<file path="config.mk">
export PLATFORM = sky130hd
export DESIGN_NAME = ifetch_ctrl
export DESIGN_NICKNAME = d
export VERILOG_FILES = /design/src/rtl/ifetch_pkg.sv /design/src/rtl/ifetch_skid.sv /design/src/rtl/ifetch_ctrl.sv
export SDC_FILE = /design/constraint.sdc
export NUM_CORES = 1
export LEC_CHECK = 0
export CORE_MARGIN = 3
export CORE_UTILIZATION = 45
export DETAILED_ROUTE_END_ITERATION = 8
export GPL_ROUTABILITY_DRIVEN = 0
export HOLD_SLACK_MARGIN = 0.06
export PLACE_DENSITY = 0.73
export SLEW_MARGIN = 10
export SYNTH_ARGS = -nofsm -noshare
export SYNTH_HDL_FRONTEND = slang
export SYNTH_SLANG_ARGS = --single-unit
</file>
<file path="constraint.sdc">
create_clock -name clk_i -period 1.63 [get_ports clk_i]
set_input_delay 0.326 -clock clk_i [delete_from_list [all_inputs] [get_ports clk_i]]
set_output_delay 0.326 -clock clk_i [all_outputs]
set_load 0.01 [all_outputs]
</file>
<file path="src/rtl/ifetch_pkg.sv">
// Shared types and constants for the instruction-fetch controller.
package ifetch_pkg;

    typedef enum logic [1:0] {
        S_IDLE  = 2'd0,
        S_REQ   = 2'd1,
        S_FULL  = 2'd2,
        S_DRAIN = 2'd3
    } ifetch_state_t;

    localparam logic [31:0] NOP_INST_DEFAULT = 32'h0000_0000;
    localparam int          PERF_CNT_W       = 32;

    // A memory request is on the bus in these states.
    function automatic logic req_active(input ifetch_state_t st);
        return (st == S_REQ) || (st == S_DRAIN);
    endfunction

endpackage

</file>
<file path="src/rtl/ifetch_skid.sv">
// One-entry {inst, pc} holding buffer used when a response lands while
// the IF/ID stage is stalled. Clear has priority over load and unload.
module ifetch_skid #(
    parameter int ADDR_W = 32,
    parameter int DATA_W = 32
) (
    input  logic              clk_i,
    input  logic              rst_i,
    input  logic              load_i,
    input  logic              unload_i,
    input  logic              clear_i,
    input  logic [DATA_W-1:0] inst_i,
    input  logic [ADDR_W-1:0] pc_i,
    output logic              valid_o,
    output logic [DATA_W-1:0] inst_o,
    output logic [ADDR_W-1:0] pc_o
);

    logic              valid_q, valid_d;
    logic [DATA_W-1:0] inst_q, inst_d;
    logic [ADDR_W-1:0] pc_q, pc_d;

    // Next-state of the entry: clear, else load, else unload, else hold.
    always_comb begin
        valid_d = valid_q;
        inst_d  = inst_q;
        pc_d    = pc_q;
        if (clear_i) begin
            valid_d = 1'b0;
        end else if (load_i) begin
            valid_d = 1'b1;
            inst_d  = inst_i;
            pc_d    = pc_i;
        end else if (unload_i) begin
            valid_d = 1'b0;
        end
    end

    // Entry storage.
    always_ff @(posedge clk_i) begin
        if (rst_i) begin
            valid_q <= 1'b0;
            inst_q  <= '0;
            pc_q    <= '0;
        end else begin
            valid_q <= valid_d;
            inst_q  <= inst_d;
            pc_q    <= pc_d;
        end
    end

    assign valid_o = valid_q;
    assign inst_o  = inst_q;
    assign pc_o    = pc_q;

endmodule

</file>
<file path="src/rtl/ifetch_ctrl.sv">
// Fetch-side controller: issues imem requests at the current PC, advances
// the PC on every accepted response, feeds the IF/ID register through a
// one-entry skid buffer and drops in-flight responses on a branch flush.
// Optional build macro IFETCH_PERF_CNT_EN adds fetch/wait/flush counters.
module ifetch_ctrl
    import ifetch_pkg::*;
#(
    parameter int                ADDR_W   = 32,
    parameter int                DATA_W   = 32,
    parameter logic [DATA_W-1:0] NOP_INST = DATA_W'(NOP_INST_DEFAULT)
) (
    input  logic                  clk_i,
    input  logic                  rst_i,
    input  logic [ADDR_W-1:0]     pc_i,
    output logic                  pc_write_o,
    input  logic                  flush_i,
    input  logic                  id_stall_i,
    output logic                  imem_req_o,
    output logic [ADDR_W-1:0]     imem_addr_o,
    input  logic                  imem_ack_i,
    input  logic [DATA_W-1:0]     imem_rdata_i,
    output logic [DATA_W-1:0]     inst_o,
    output logic [ADDR_W-1:0]     inst_pc_o,
    output logic                  inst_valid_o
`ifdef IFETCH_PERF_CNT_EN
    ,
    output logic [PERF_CNT_W-1:0] perf_fetch_o,
    output logic [PERF_CNT_W-1:0] perf_wait_o,
    output logic [PERF_CNT_W-1:0] perf_flush_o
`endif
);

    ifetch_state_t     state_q, state_d;
    logic [ADDR_W-1:0] req_addr_q, req_addr_d;
    logic [DATA_W-1:0] inst_q, inst_d;
    logic [ADDR_W-1:0] inst_pc_q, inst_pc_d;
    logic              inst_valid_q, inst_valid_d;

    logic              req_c;
    logic              pc_write_c;
    logic              skid_load, skid_unload, skid_clear;
    logic              skid_valid;
    logic [DATA_W-1:0] skid_inst;
    logic [ADDR_W-1:0] skid_pc;

    ifetch_skid #(
        .ADDR_W (ADDR_W),
        .DATA_W (DATA_W)
    ) u_skid (
        .clk_i    (clk_i),
        .rst_i    (rst_i),
        .load_i   (skid_load),
        .unload_i (skid_unload),
        .clear_i  (skid_clear),
        .inst_i   (imem_rdata_i),
        .pc_i     (pc_i),
        .valid_o  (skid_valid),
        .inst_o   (skid_inst),
        .pc_o     (skid_pc)
    );

    // Next state, IF/ID register update, skid control and handshake outputs.
    // While in S_REQ the PC cannot move (it only moves on ack or flush), so
    // pc_i is the request address; req_addr_q keeps it for the drain.
    always_comb begin
        state_d      = state_q;
        req_addr_d   = req_addr_q;
        inst_d       = inst_q;
        inst_pc_d    = inst_pc_q;
        inst_valid_d = inst_valid_q;
        skid_load    = 1'b0;
        skid_unload  = 1'b0;
        skid_clear   = 1'b0;
        req_c        = req_active(state_q);
        pc_write_c   = 1'b0;

        unique case (state_q)
            S_IDLE: begin
                state_d = S_REQ;
            end
            S_REQ: begin
                req_addr_d = pc_i;
                if (imem_ack_i) begin
                    pc_write_c = 1'b1;
                    if (id_stall_i) begin
                        skid_load = 1'b1;
                        state_d   = S_FULL;
                    end else begin
                        inst_d       = imem_rdata_i;
                        inst_pc_d    = pc_i;
                        inst_valid_d = 1'b1;
                    end
                end else if (!id_stall_i) begin
                    // ID consumed the current entry and nothing new arrived.
                    inst_d       = NOP_INST;
                    inst_valid_d = 1'b0;
                end
            end
            S_FULL: begin
                if (!id_stall_i) begin
                    inst_d       = skid_inst;
                    inst_pc_d    = skid_pc;
                    inst_valid_d = skid_valid;
                    skid_unload  = 1'b1;
                    state_d      = S_REQ;
                end
            end
            S_DRAIN: begin
                // Stale response: wait for it, never advance the PC.
                if (imem_ack_i) begin
                    state_d = S_REQ;
                end
                if (!id_stall_i) begin
                    inst_d       = NOP_INST;
                    inst_valid_d = 1'b0;
                end
            end
            default: begin
                state_d = S_IDLE;
            end
        endcase

        // Flush overrides everything above, including a stall or an ack.
        if (flush_i) begin
            pc_write_c   = 1'b1;
            skid_load    = 1'b0;
            skid_unload  = 1'b0;
            skid_clear   = 1'b1;
            inst_d       = NOP_INST;
            inst_pc_d    = inst_pc_q;
            inst_valid_d = 1'b0;
            state_d      = (req_c && !imem_ack_i) ? S_DRAIN : S_REQ;
        end
    end

    // State, request address and IF/ID register.
    always_ff @(posedge clk_i) begin
        if (rst_i) begin
            state_q      <= S_IDLE;
            req_addr_q   <= '0;
            inst_q       <= NOP_INST;
            inst_pc_q    <= '0;
            inst_valid_q <= 1'b0;
        end else begin
            state_q      <= state_d;
            req_addr_q   <= req_addr_d;
            inst_q       <= inst_d;
            inst_pc_q    <= inst_pc_d;
            inst_valid_q <= inst_valid_d;
        end
    end

    // Reset drops the request and blocks PC writes immediately.
    assign imem_req_o   = req_c & ~rst_i;
    assign pc_write_o   = pc_write_c & ~rst_i;
    assign imem_addr_o  = (state_q == S_REQ) ? pc_i : req_addr_q;
    assign inst_o       = inst_q;
    assign inst_pc_o    = inst_pc_q;
    assign inst_valid_o = inst_valid_q;

`ifdef IFETCH_PERF_CNT_EN
    logic [PERF_CNT_W-1:0] perf_fetch_q, perf_fetch_d;
    logic [PERF_CNT_W-1:0] perf_wait_q, perf_wait_d;
    logic [PERF_CNT_W-1:0] perf_flush_q, perf_flush_d;

    // Event counters; wrap naturally at 2^PERF_CNT_W.
    always_comb begin
        perf_fetch_d = perf_fetch_q
                     + PERF_CNT_W'((state_q == S_REQ) && imem_ack_i && !flush_i);
        perf_wait_d  = perf_wait_q
                     + PERF_CNT_W'((state_q == S_REQ) && !imem_ack_i);
        perf_flush_d = perf_flush_q + PERF_CNT_W'(flush_i);
    end

    // Counter registers.
    always_ff @(posedge clk_i) begin
        if (rst_i) begin
            perf_fetch_q <= '0;
            perf_wait_q  <= '0;
            perf_flush_q <= '0;
        end else begin
            perf_fetch_q <= perf_fetch_d;
            perf_wait_q  <= perf_wait_d;
            perf_flush_q <= perf_flush_d;
        end
    end

    assign perf_fetch_o = perf_fetch_q;
    assign perf_wait_o  = perf_wait_q;
    assign perf_flush_o = perf_flush_q;
`endif

endmodule

</file>
==> results.yml <==
status:
  status: "finished, violations left"
  violations: "negative setup slack"
timing:
  skew_ps: 11.1
  hold_viol_final: 0
  report.final.slew_viol_count: 0
  fin_crit_ps: 2080
  setup_viol: 166
  rsz0062_at_grt: "yes"
  fin_ws_ps: -448
  tns_ps: -36520
  relSlewSlack: 0.570
  whs_ps: 140
  clock.fmax_mhz: 481
  tightest_slew_ps: 645
  final.period_utilization: 1.27
clock_network:
  cts_made_buffers: 17
  holdBufCountCts: 0
  cts_tree: "yes"
  clock_path_buffers: 2
  cts_root_buf: "clkbuf_16"
  clk_pin_slew_ps: 70
  cts.sinks: 164
  cts.htree.levels: 4
  clk_latency_ps: 430
critical_path:
  reg2reg_to: "inst_o[26]$_SDFFE_PP0P_"
  reg2reg_from: "state_q[1]$_SDFFE_PP0P_"
  crit_path_start: "state_q[1]$_SDFFE_PP0P_"
  critical_path.max_fanout: 5
  arrival_ps: 1750
  critPathRequiredTime_ps: 1300
  path_class: "reg2out"
  crit_path_start_kind: "flip-flop"
  endpoint: "imem_addr_o[15]"
  crit_path_end_kind: "output pin"
  rr_worst_depth: 11
  ff2ff_setup_slack_ps: -350
drt:
  vias: 7071
  wl_mm: 28.7
  vias_per_cell: 6.04
  antenna_left: 0
  wire_per_inst_microns: 24.5
  drtIter0Drc: 571
  drt-pass1-iter-count: 5
  drcViolationCount: 0
global_route:
  overflow: 0
  grt_pass1_vias: 7005
  grt_pass1_wl_mm: 37.5
  grt_util_all_layers: 0.286
  grt_max_degree: 108
  antenna_found_initial: 0
place:
  dpl_cell_area_sq_um: 9100
  dp_hpwl_mm: 12.7
  port_buffers: 167
  post-place-ws_ps: -360
synth:
  syn_area_sq_um: 6880
  synth_cells: 720
  syn-num-nets: 794
  synth-edff-count: 0
  ys_types: 34
  seq_area_frac_synth: 0.477
  synth_seq_cells: 164
  syn_avg_cell_area_sq_um: 9.55
  synthFlopType: "dfxtp_1"
  synth_async_sr_flop_share: 0
  ys_warn_count: 0
run:
  cap_violations: 0
finish:
  drive_above_1_share: 0.399
  diodes: 0
  fill_cells: 733
  final_area_sq_um: 12000
  final_net_count: 1047
  syn_to_final_growth_pct: 74.3
pwr:
  peakVddDrop_mv: 0.831
  powerDensity_nw_per_um2: 1010
  power.leakage_nw: 4.90
  power_mw: 12.0
die:
  core_area_sq_um: 14800
  start_util: 0.466
  pin_count: 168
  die_w_microns: 130
  fp-row-count: 44
  die_height_microns: 130
  fp.dieArea_sq_um: 16800
worst_hold_path:
  hold_path_class: "in2reg"
==> report_power, final <==
group / switching (mW) / internal (mW)
Clock: 1.73 / 2.34
Sequential: 0.181 / 4.24
Combinational: 1.69 / 1.87
==> per-layer routing <==
metal	track usage	routed length, microns	vias to the layer above
li1	-	-	3057
met3	0.0886	2670	118
met5	0	0	-
met1	0.331	10400	3434
met2	0.489	14200	462
met4	0.119	1410	0
==> Yosys cell counts (all sizes together) (4+ instances only) <==
library cell | number | share of area
mux2i | 33 | 0.048
and3 | 33 | 0.030
ha | 5 | 0.0091
a21oi | 101 | 0.074
buf | 41 | 0.040
clkbuf | 27 | 0.015
nand2 | 128 | 0.070
o2bb2ai | 33 | 0.042
nor2 | 8 | 0.0058
a31oi | 34 | 0.031
nor2b | 33 | 0.030
inv | 4 | 0.0022
dfxtp | 164 | 0.48
mux2 | 33 | 0.054
a211oi | 32 | 0.057
==> critical path, stage by stage (launching register included) <==
cell and delay (ps):
dfxtp_2 330, inv_2 80, ha_4 170, buf_6 140, buf_6 150, mux2_4 320
buf_6 120
==> sequential cells by signal (all words and copies together), names as in the netlist <==
register	cells
inst_o	32
state_q	2
u_skid.valid_o	1
inst_valid_o	1
req_addr_q	32
u_skid.pc_o	32
inst_pc_o	32
u_skid.inst_o	32
==> area by class of cell <==
type	instances	area, sq um	share of cell area
clock buffer	20	457	0.0381
clock inverter	12	131	0.0110
inverter	4	15.0	0.00125
multi-input combinational	484	4280	0.357
sequential	164	3290	0.274
tap	184	230	0.0192
timing repair buffer	302	3590	0.299
==> per-stage QoR <==
stage | util | std cells
CTS | 0.747 | 1154
global placement | 0.617 | 1074
floorplan | - | 720
detailed placement | 0.617 | 1074
global route | 0.812 | 1170
finish | 0.812 | 1170
==> cell families after synthesis <==
family / count (synthesis) / share of synthesized area
AND/OR/NAND/NOR: 207 / 0.140
multiplexers: 66 / 0.102
adder cells (fa/ha/maj): 5 / 0.00910
AO/OA/AOI/OAI: 206 / 0.214
buffers and inverters: 72 / 0.0569
flip-flops: 164 / 0.477
==> layout by cell type, fill, tap and decap left out, types with 3 or more instances in the layout <==
| cell type | synthesis | final |
|---|---|---|
| a211oi_2 | 30 | 32 |
| a21oi_1 | 101 | 46 |
| a21oi_2 | 0 | 26 |
| a21oi_4 | 0 | 29 |
| a31oi_1 | 34 | 21 |
| a31oi_2 | 0 | 10 |
| a31oi_4 | 0 | 3 |
| and3_1 | 33 | 32 |
| buf_12 | 0 | 23 |
| buf_16 | 0 | 16 |
| buf_4 | 3 | 55 |
| buf_6 | 10 | 60 |
| buf_8 | 0 | 6 |
| clkbuf_16 | 0 | 25 |
| clkdlybuf4s50_1 | 0 | 67 |
| clkinv_2 | 0 | 3 |
| clkinv_4 | 0 | 3 |
| clkinvlp_4 | 0 | 4 |
| dfxtp_1 | 164 | 162 |
| dlygate4sd2_1 | 0 | 57 |
| dlymetal6s2s_1 | 0 | 8 |
| ha_4 | 0 | 4 |
| mux2_4 | 0 | 33 |
| mux2i_1 | 33 | 33 |
| nand2_1 | 128 | 127 |
| nor2_4 | 1 | 5 |
| nor2b_1 | 32 | 32 |
| o2bb2ai_2 | 0 | 28 |
| o2bb2ai_4 | 0 | 5 |
==> how the worst min path moves through the flow <==
stage	start	to	cells after the start
global route	rst_i	state_q[0]$_SDFFE_PP0P_	2
CTS	rst_i	state_q[0]$_SDFFE_PP0P_	2
global placement	u_skid.pc_o[9]$_SDFFE_PP0P_	u_skid.pc_o[9]$_SDFFE_PP0P_	2
finish	rst_i	state_q[0]$_SDFFE_PP0P_	2
detailed placement	inst_o[6]$_SDFFE_PP0P_	inst_o[6]$_SDFFE_PP0P_	1
floorplan	flush_i	u_skid.valid_o$_SDFFE_PP0P_	1
==> timing repair <==
item                       4_1_cts  5_1_grt
cloned                          21        9
setup endpoints to repair      222      173
setup buffers                   28       15
pin swaps                       44       30
resized for setup              357      153
Power figures use the tool's default switching activity.
